==> config.mk <==
export PLATFORM = sky130hd
export DESIGN_NAME = div_share_arbiter
export DESIGN_NICKNAME = d
export VERILOG_FILES = /design/src/rtl/div_share_arbiter_pkg.sv /design/src/rtl/div_share_arbiter_rr_select.sv /design/src/rtl/div_share_arbiter.sv
export SDC_FILE = /design/constraint.sdc
export NUM_CORES = 1
export LEC_CHECK = 0
export ABC_AREA = 1
export CORE_MARGIN = 2
export CORE_UTILIZATION = 40
export CTS_BUF_LIST = sky130_fd_sc_hd__clkbuf_16
export DETAILED_ROUTE_END_ITERATION = 10
export GPL_TIMING_DRIVEN = 0
export HOLD_SLACK_MARGIN = 0.03
export PLACE_DENSITY = 0.76
export SYNTH_ARGS = -nofsm -noshare
export SYNTH_HDL_FRONTEND = slang
export SYNTH_SLANG_ARGS = --single-unit
==> constraint.sdc <==
create_clock -name clk -period 3.8 [get_ports clk]
set_clock_uncertainty 0.05 [all_clocks]
set_input_delay 0.76 -clock clk [delete_from_list [all_inputs] [get_ports clk]]
set_output_delay 0.76 -clock clk [all_outputs]
set_load 0.01 [all_outputs]
==> src/rtl/div_share_arbiter_pkg.sv <==
// Shared types for the divider share arbiter: the operand record, FSM states
// and the width helper for requester indices.
package div_share_arbiter_pkg;

  localparam int DIV_DATA_WIDTH = 32;
  localparam int DIV_CLZ_WIDTH  = $clog2(DIV_DATA_WIDTH);

  typedef struct packed {
    logic [DIV_DATA_WIDTH-1:0] dividend;
    logic [DIV_CLZ_WIDTH-1:0]  dividend_clz;
    logic [DIV_DATA_WIDTH-1:0] divisor;
    logic [DIV_CLZ_WIDTH-1:0]  divisor_clz;
    logic                      divisor_is_zero;
  } div_req_t;

  typedef enum logic {
    IDLE = 1'b0,
    BUSY = 1'b1
  } div_arb_state_t;

  function automatic int owner_width(input int num_requesters);
    return (num_requesters > 1) ? $clog2(num_requesters) : 1;
  endfunction

endpackage

==> src/rtl/div_share_arbiter_rr_select.sv <==
// Combinational round-robin picker: first set pend bit at or after ptr,
// wrapping modulo N.
module div_rr_select
  import div_share_arbiter_pkg::*;
#(
  parameter  int N  = 2,
  localparam int IW = owner_width(N)
) (
  input  logic [N-1:0]  pend,
  input  logic [IW-1:0] ptr,
  output logic [N-1:0]  grant,
  output logic [IW-1:0] grant_idx,
  output logic          any_valid
);

  int idx;

  always_comb begin
    // NOTE: every combinational output gets a default before any branch so no
    // path leaves it unassigned, which would otherwise infer a latch.
    grant     = '0;
    grant_idx = '0;
    idx       = 0;
    any_valid = |pend;
    // Walk from farthest to nearest so the candidate closest to ptr wins.
    for (int k = N - 1; k >= 0; k--) begin
      idx = (int'(ptr) + k) % N;
      if (pend[idx[IW-1:0]]) grant_idx = idx[IW-1:0];
    end
    grant[grant_idx] = any_valid;
  end

endmodule

==> src/rtl/div_share_arbiter.sv <==
// Shares one unsigned divider between NUM_REQUESTERS (2..4) ports with
// round-robin issue. Define DIV_SHARE_ARBITER_BYPASS_EN to issue idle starts combinationally.
module div_share_arbiter
  import div_share_arbiter_pkg::*;
#(
  parameter int DATA_WIDTH     = DIV_DATA_WIDTH,
  parameter int NUM_REQUESTERS = 2
) (
  input  logic                                clk,
  input  logic                                rst_n,
  input  logic [NUM_REQUESTERS-1:0]           req_start,
  input  div_req_t [NUM_REQUESTERS-1:0]       req_op,
  output logic [NUM_REQUESTERS-1:0]           req_done,
  output logic [DATA_WIDTH-1:0]               req_quotient,
  output logic [DATA_WIDTH-1:0]               req_remainder,
  output logic [NUM_REQUESTERS-1:0]           req_busy,
  output logic                                div_start,
  output div_req_t                            div_op,
  input  logic                                div_done,
  input  logic [DATA_WIDTH-1:0]               div_quotient,
  input  logic [DATA_WIDTH-1:0]               div_remainder
);

  localparam int IW = owner_width(NUM_REQUESTERS);

  div_arb_state_t              state_q, state_d;
  logic [IW-1:0]               owner_q, rr_ptr_q;
  logic [NUM_REQUESTERS-1:0]   pend_q;
  div_req_t                    hold_q [NUM_REQUESTERS];
  div_req_t                    op_q;

  logic [NUM_REQUESTERS-1:0]   grant, accept, capture, clear_mask, owner_oh, bypass_mask;
  logic [IW-1:0]               grant_idx, issue_idx, next_ptr, bypass_idx;
  logic                        any_valid, issue, bypass_hit;
  div_req_t                    issue_op;

  div_rr_select #(.N(NUM_REQUESTERS)) u_rr (
    .pend      (pend_q),
    .ptr       (rr_ptr_q),
    .grant     (grant),
    .grant_idx (grant_idx),
    .any_valid (any_valid)
  );

  assign owner_oh = NUM_REQUESTERS'(1) << owner_q;
  assign req_busy = pend_q | ((state_q == BUSY) ? owner_oh : '0);

`ifdef DIV_SHARE_ARBITER_BYPASS_EN
  // Idle with nothing queued: hand the lowest-index start straight to the divider.
  always_comb begin
    bypass_hit = (state_q == IDLE) && (pend_q == '0) && (req_start != '0);
    bypass_idx = '0;
    for (int i = NUM_REQUESTERS - 1; i >= 0; i--) begin
      if (req_start[i]) bypass_idx = IW'(i);
    end
  end
`else
  assign bypass_hit = 1'b0;
  assign bypass_idx = '0;
`endif

  assign bypass_mask = bypass_hit ? (NUM_REQUESTERS'(1) << bypass_idx) : '0;
  // Starts from a busy requester are dropped so an in-flight buffer never changes.
  assign accept      = req_start & ~req_busy;
  assign capture     = accept & ~bypass_mask;
  assign clear_mask  = (issue && !bypass_hit) ? grant : '0;
  assign next_ptr    = (issue_idx == IW'(NUM_REQUESTERS - 1)) ? '0 : issue_idx + 1'b1;

  always_comb begin
    state_d   = state_q;
    issue     = 1'b0;
    issue_idx = grant_idx;
    issue_op  = hold_q[grant_idx];
    if (bypass_hit) begin
      issue_idx = bypass_idx;
      issue_op  = req_op[bypass_idx];
    end
    unique case (state_q)
      IDLE: begin
        if (any_valid || bypass_hit) begin
          issue   = 1'b1;
          state_d = BUSY;
        end
      end
      BUSY: begin
        if (div_done) state_d = IDLE;
      end
    endcase
    div_start = issue;
    div_op    = issue ? issue_op : op_q;
  end

  // NOTE: every register below uses non-blocking assignment so all of them
  // update together from pre-edge values, independent of statement order.
  always_ff @(posedge clk or negedge rst_n) begin
    if (!rst_n) begin
      state_q       <= IDLE;
      owner_q       <= '0;
      rr_ptr_q      <= '0;
      pend_q        <= '0;
      op_q          <= '0;
      req_done      <= '0;
      req_quotient  <= '0;
      req_remainder <= '0;
    end else begin
      state_q  <= state_d;
      pend_q   <= (pend_q & ~clear_mask) | capture;
      req_done <= '0;
      if (issue) begin
        owner_q  <= issue_idx;
        rr_ptr_q <= next_ptr;
        op_q     <= issue_op;
      end
      if (state_q == BUSY && div_done) begin
        req_done      <= owner_oh;
        req_quotient  <= div_quotient;
        req_remainder <= div_remainder;
      end
    end
  end

  // NOTE: operand buffers carry no reset; pend_q alone marks them valid, so
  // resetting the wide data would only add reset fan-out.
  always_ff @(posedge clk) begin
    for (int i = 0; i < NUM_REQUESTERS; i++) begin
      if (capture[i]) hold_q[i] <= req_op[i];
    end
  end

  for (genvar g = 0; g < NUM_REQUESTERS; g++) begin : g_proto
    a_no_busy_start: assert property (@(posedge clk) disable iff (!rst_n)
      !(req_start[g] && req_busy[g]))
      else $warning("div_share_arbiter: start on busy requester %0d dropped", g);
  end

  a_no_idle_done: assert property (@(posedge clk) disable iff (!rst_n)
    !(div_done && state_q == IDLE))
    else $warning("div_share_arbiter: div_done while idle ignored");

endmodule

# Word level (Yosys, flattened, before mapping)
# Memory sizes are Yosys's and may differ from the RTL's.
# Cells that the tools add are included.
[op_classes]
order_cmp = 4
addsub = 2
n_reduce_logical = 3
mux = 21
n_bitwise = 8
shifts = 1
[op_table]
columns = ["cell", "n"]
rows = [
  ["75-bit 2-to-1 mux", 1],
  ["1-bit 2-to-1 mux", 15],
  ["2-bit AND", 3],
  ["1-bit by 2-bit < comparator with 1-bit output, second input constant", 3],
  ["2-bit 2-to-1 mux", 3],
  ["2-bit inverter", 2],
  ["2-bit bitwise OR", 2],
  ["1-bit adder, second input constant", 2],
  ["1-bit logical AND", 2],
  ["1-bit case mux with 2 select lines", 1],
  ["2-bit OR reduction", 1],
  ["1-bit by 1-bit left shift with 2-bit output, first input constant", 1],
  ["1-bit demux with 1-bit select", 1],
  ["1-bit >= comparator, second input constant", 1],
  ["1-bit inverter", 1],
]
[word_totals]
ramBits = 150
inputBits = 219
wordCells = 52
mem_count = 1
reg_bits = 146
[mem_list]
columns = ["memory", "depth", "word_bits", "read_ports", "rd_clocked_by_memory_dff", "wr", "line_no", "rtl"]
rows = [
  ["hold_q", 2, 75, 1, 0, 2, "div_share_arbiter.sv:29", "div_req_t hold_q [NUM_REQUESTERS];"],
]

# Longest topological paths before layout
[depth]
depth_word = 14
depth_mapped = 7
mapped_depth_nobuf = 6

# Modules after synthesis
# Synthesis repeated with hierarchy kept, for this count alone.
[unflattened]
cells_unflattened = 1028
hier_area_um2 = 11038.1
[by_module_without_submodules]
columns = ["mod", "cells_per_inst", "area_per_inst_um2", "n_inst", "seq_area_each_um2"]
rows = [
  ["div_share_arbiter", 1021, 11008.1, 1, 8157.8],
  ["div_rr_select", 7, 30.0, 1, 0.0],
]

# Least setup slack after synthesis
# Ideal clock, no wire load.
[synth_path]
path_type = "input-to-reg"
start = "input port req_start[0]"
end = "memory hold_q[0][0] (netlist name), enable pin"
required_ns = 3.321
arrival_time_ns = 2.316
cell_stages = 2
setup_time_ns = 0.429
slack_ns = 1.005
path_buffers = 0
path_cell_list = "nand3_1 > inv_1"
[synth_lines]
columns = ["item", "line_no", "rtl"]
rows = [
  ["start, declared", "div_share_arbiter.sv:11", "input logic [NUM_REQUESTERS-1:0] req_start,"],
  ["end, declared", "div_share_arbiter.sv:29", ""],
]

==> results.sh <==
export IMPL_holdBufCountCts=0
export IMPL_ratio_of_cells_with_drive_above_1_in_the_final_layout=0.07241
export IMPL_drt_total_wl_mm=33.41
export IMPL_syn_area_per_cell_um2=12.28
export IMPL_clock_transition_at_the_registers_of_the_reported_paths_ps=60
export IMPL_std_cell_rows=60
export IMPL_slew_headroom=0.5922
export IMPL_fp_dieW_um=169.2
export IMPL_cts_root_buffer_cell="sky130_fd_sc_hd__clkbuf_16"
export IMPL_comb_power_share=0.446
export IMPL_fin_cells=1653
export IMPL_cap_violations=0
export IMPL_fin_crit_sh=0.9544
export IMPL_hpwl_mm=23.64
export IMPL_ctsLongestPathBuffers=3
export IMPL_final_hold_violation_count=0
export IMPL_cts_sink_count=296
export IMPL_fin_nets=1506
export IMPL_hold_path_class="in2async"
export IMPL_peakVddDrop_v=0.0005336
export IMPL_postPlaceCellArea_um2=15060
export IMPL_power_share_sequential=0.341
export IMPL_detailedRoute_firstPassIterationCount=5
export IMPL_cellInternalPower_uw=9274
export IMPL_timing_critical_path_to_type="output port"
export IMPL_cp_data_required_time_ps=2990
export IMPL_clock_latency_on_the_worst_skew_pair_ps=570
export IMPL_async_flop_share=0.4932
export IMPL_multiInputGateArea_um2=2409
export IMPL_register_area_um2=8158
export IMPL_grt_antenna_before_repair=0
export IMPL_num_io_pins=363
export IMPL_die_height_um=169.2
export IMPL_leakage_uw=0.006597
export IMPL_io_buffers=362
export IMPL_timing_worst_slew_pin_value_ps=611.6
export IMPL_commonest_cells_after_routing_fill_and_taps_aside="sky130_fd_sc_hd__clkdlybuf4s50_1, sky130_fd_sc_hd__nand3_1, sky130_fd_sc_hd__nand2_1, sky130_fd_sc_hd__edfxtp_1, sky130_fd_sc_hd__dfrtp_1"
export IMPL_area_growth_syn_to_layout_pct=47.63
export IMPL_max_clock_freq_ghz=0.2757
export IMPL_maxSlewViolCount=0
export IMPL_grt_util_all_layers=0.2251
export IMPL_setup_repair_after_global_routing_missed_its_margin="no"
export IMPL_crit_path_max_fanout=10
export IMPL_globalRouteOverflowTotal=0
export IMPL_insertedDiodeCount=0
export IMPL_synth_seq_cells=296
export IMPL_place_detailed_instances=1595
export IMPL_synth_area_top_cells="sky130_fd_sc_hd__edfxtp_1, sky130_fd_sc_hd__dfrtp_1, sky130_fd_sc_hd__nand3_1, sky130_fd_sc_hd__nand2_1, sky130_fd_sc_hd__nand4_1"
export IMPL_synth_net_count=1108
export IMPL_crit_type="reg2out"
export IMPL_floorplan_die_area_um2=28640
export IMPL_antenna_left=0
export IMPL_fill_cells=2137
export IMPL_drt_vias_per_instance=5.183
export IMPL_hold_slack_ps=101.6
export IMPL_synth_seq_area_share=0.7470
export IMPL_h_tree_lvl_count=1
export IMPL_routed_wire_length_per_instance_um=20.21
export IMPL_kind_of_launch_point_of_the_worst_setup_path="flip-flop"
export IMPL_status="finished clean"
export IMPL_postSynthCellCount=889
export IMPL_share_of_the_core_filled_with_cells_in_the_final_layout=0.5999
export IMPL_yosysTopAreaCellShare=0.4125
export IMPL_net_switching_power_uw=5312
export IMPL_post_synth_num_cell_types=15
export IMPL_finalWeightedCongestion=0.8200
export IMPL_grt_pass1_vias=8867
export IMPL_timing_final_setup_violations=0
export IMPL_synthesis_area_um2=10920
export IMPL_coreArea_um2=26880
export IMPL_tritoncts="yes"
export IMPL_route_detailed_drc=0
export IMPL_largest_net_degree_at_the_start_of_global_routing=92
export IMPL_synthesis_yosys_warnings=0
export IMPL_synth_flop_cell="sky130_fd_sc_hd__edfxtp_1"
export IMPL_power_share_clock=0.213
export IMPL_commonest_non_fill_non_tap_cell_in_the_layout="sky130_fd_sc_hd__clkdlybuf4s50_1"
export IMPL_initial_util=0.4063
export IMPL_cts_made_buffers=31
export IMPL_power_density_nw_per_um2=904.8
export IMPL_drtIter0Drc=619
export IMPL_switching_share=0.3642
export IMPL_finalPower_uw=14590
export IMPL_synth_edf_count=150
export IMPL_biggest_area_consumer_among_synthesized_cells="sky130_fd_sc_hd__edfxtp_1"
export IMPL_global_route_wire_length_before_repair_mm=49.80
export IMPL_final_area_um2=16120
export IMPL_arrival_ps=2820
export IMPL_period_minus_slack_ps=3627
export IMPL_dr_total_vias=8567
==> critical path: stages, from the launching register on <==
cell and delay [ps]:
sky130_fd_sc_hd__dfrtp_1 360, sky130_fd_sc_hd__buf_2 200, sky130_fd_sc_hd__o21ai_2 280, sky130_fd_sc_hd__buf_2 310
sky130_fd_sc_hd__clkbuf_4 290, sky130_fd_sc_hd__nand2_1 90, sky130_fd_sc_hd__nand3_1 140, sky130_fd_sc_hd__clkdlybuf4s50_1 580
==> worst paths after layout <==
| path | to | slack [ps] | cells past startpoint | from |
|---|---|---|---|---|
| max reg2reg | hold_q[1][37]$_DFFE_PP_ | 1730 | 6 | pend_q[1]$_DFF_PN0_ |
| min | op_q[32]$_DFF_PN0_ | 100 | 1 | rst_n |
| min reg2reg | req_remainder[22]$_DFFE_PN0P_ | 420 | 2 | req_remainder[22]$_DFFE_PN0P_ |
| max in group asynchronous | req_quotient[25]$_DFFE_PN0P_ | 2720 | 2 | rst_n |
| min in group clk | req_remainder[22]$_DFFE_PN0P_ | 420 | 2 | req_remainder[22]$_DFFE_PN0P_ |
| max | div_op[54] | 170 | 7 | pend_q[1]$_DFF_PN0_ |
==> metal layers <==
metal	wire (µm)	vias up	track usage
met1	12580	4137	0.2607
met3	2949	64	0.06786
met4	1087	0	0.07915
met2	16780	395	0.3970
met5	0	-	0
li1	-	3971	-
==> cell type report <==
cell class	instances	area share
clock inverter	27	0.01731
tap	341	0.02646
clock buffer	31	0.04812
sequential	296	0.5060
inverter	7	0.001940
multi-input combinational	515	0.1494
buffer	71	0.02080
timing repair buffer	365	0.2300
==> registers in the layout, indices dropped and copies added, names as in the netlist <==
register / flops
hold_q: 150
op_q: 75
owner_q: 1
pend_q: 2
req_done: 2
req_quotient: 32
req_remainder: 32
rr_ptr_q: 1
state_q: 1
==> stage by stage <==
step	TNS [ps]	setup WS (ps)
after floorplan	0	1005
after global placement	-686220	-4393
after detailed placement	0	657.1
after CTS	0	24.87
after global routing	0	10.77
final	0	173.5
==> cell families after synthesis <==
family | count (synthesis) | share of synthesized area
AND/OR/NAND/NOR | 511 | 0.2179
flip-flops | 296 | 0.7470
AO/OA/AOI/OAI | 4 | 0.002177
buffers and inverters | 78 | 0.03288
==> synthesized netlist by cell type (3+ instances only) <==
cell and n:
sky130_fd_sc_hd__o21ai_0 3, sky130_fd_sc_hd__nor2_1 3, sky130_fd_sc_hd__buf_1 8, sky130_fd_sc_hd__edfxtp_1 150, sky130_fd_sc_hd__nand2_1 215, sky130_fd_sc_hd__buf_2 29
sky130_fd_sc_hd__nand4_1 75, sky130_fd_sc_hd__buf_4 8, sky130_fd_sc_hd__nand3_1 217, sky130_fd_sc_hd__clkbuf_1 26, sky130_fd_sc_hd__inv_1 6, sky130_fd_sc_hd__dfrtp_1 146
==> timing repair <==
action	CTS	global route
buffers inserted	0	0
endpoints found under the hold margin	0	0
setup endpoints to repair	0	10
gates resized for setup	0	2
==> power groups by stage <==
stage / clock network (µW) / logic [µW] / registers, µW
final: 3100 / 6510 / 4970
after global routing: 3290 / 7030 / 5070
after CTS: 3150 / 6560 / 4970
after detailed placement: 0 / 6500 / 5020
after global placement: 0 / 6330 / 5030
after floorplan: 0 / 2770 / 5130
Power figures use the tool's default switching activity.
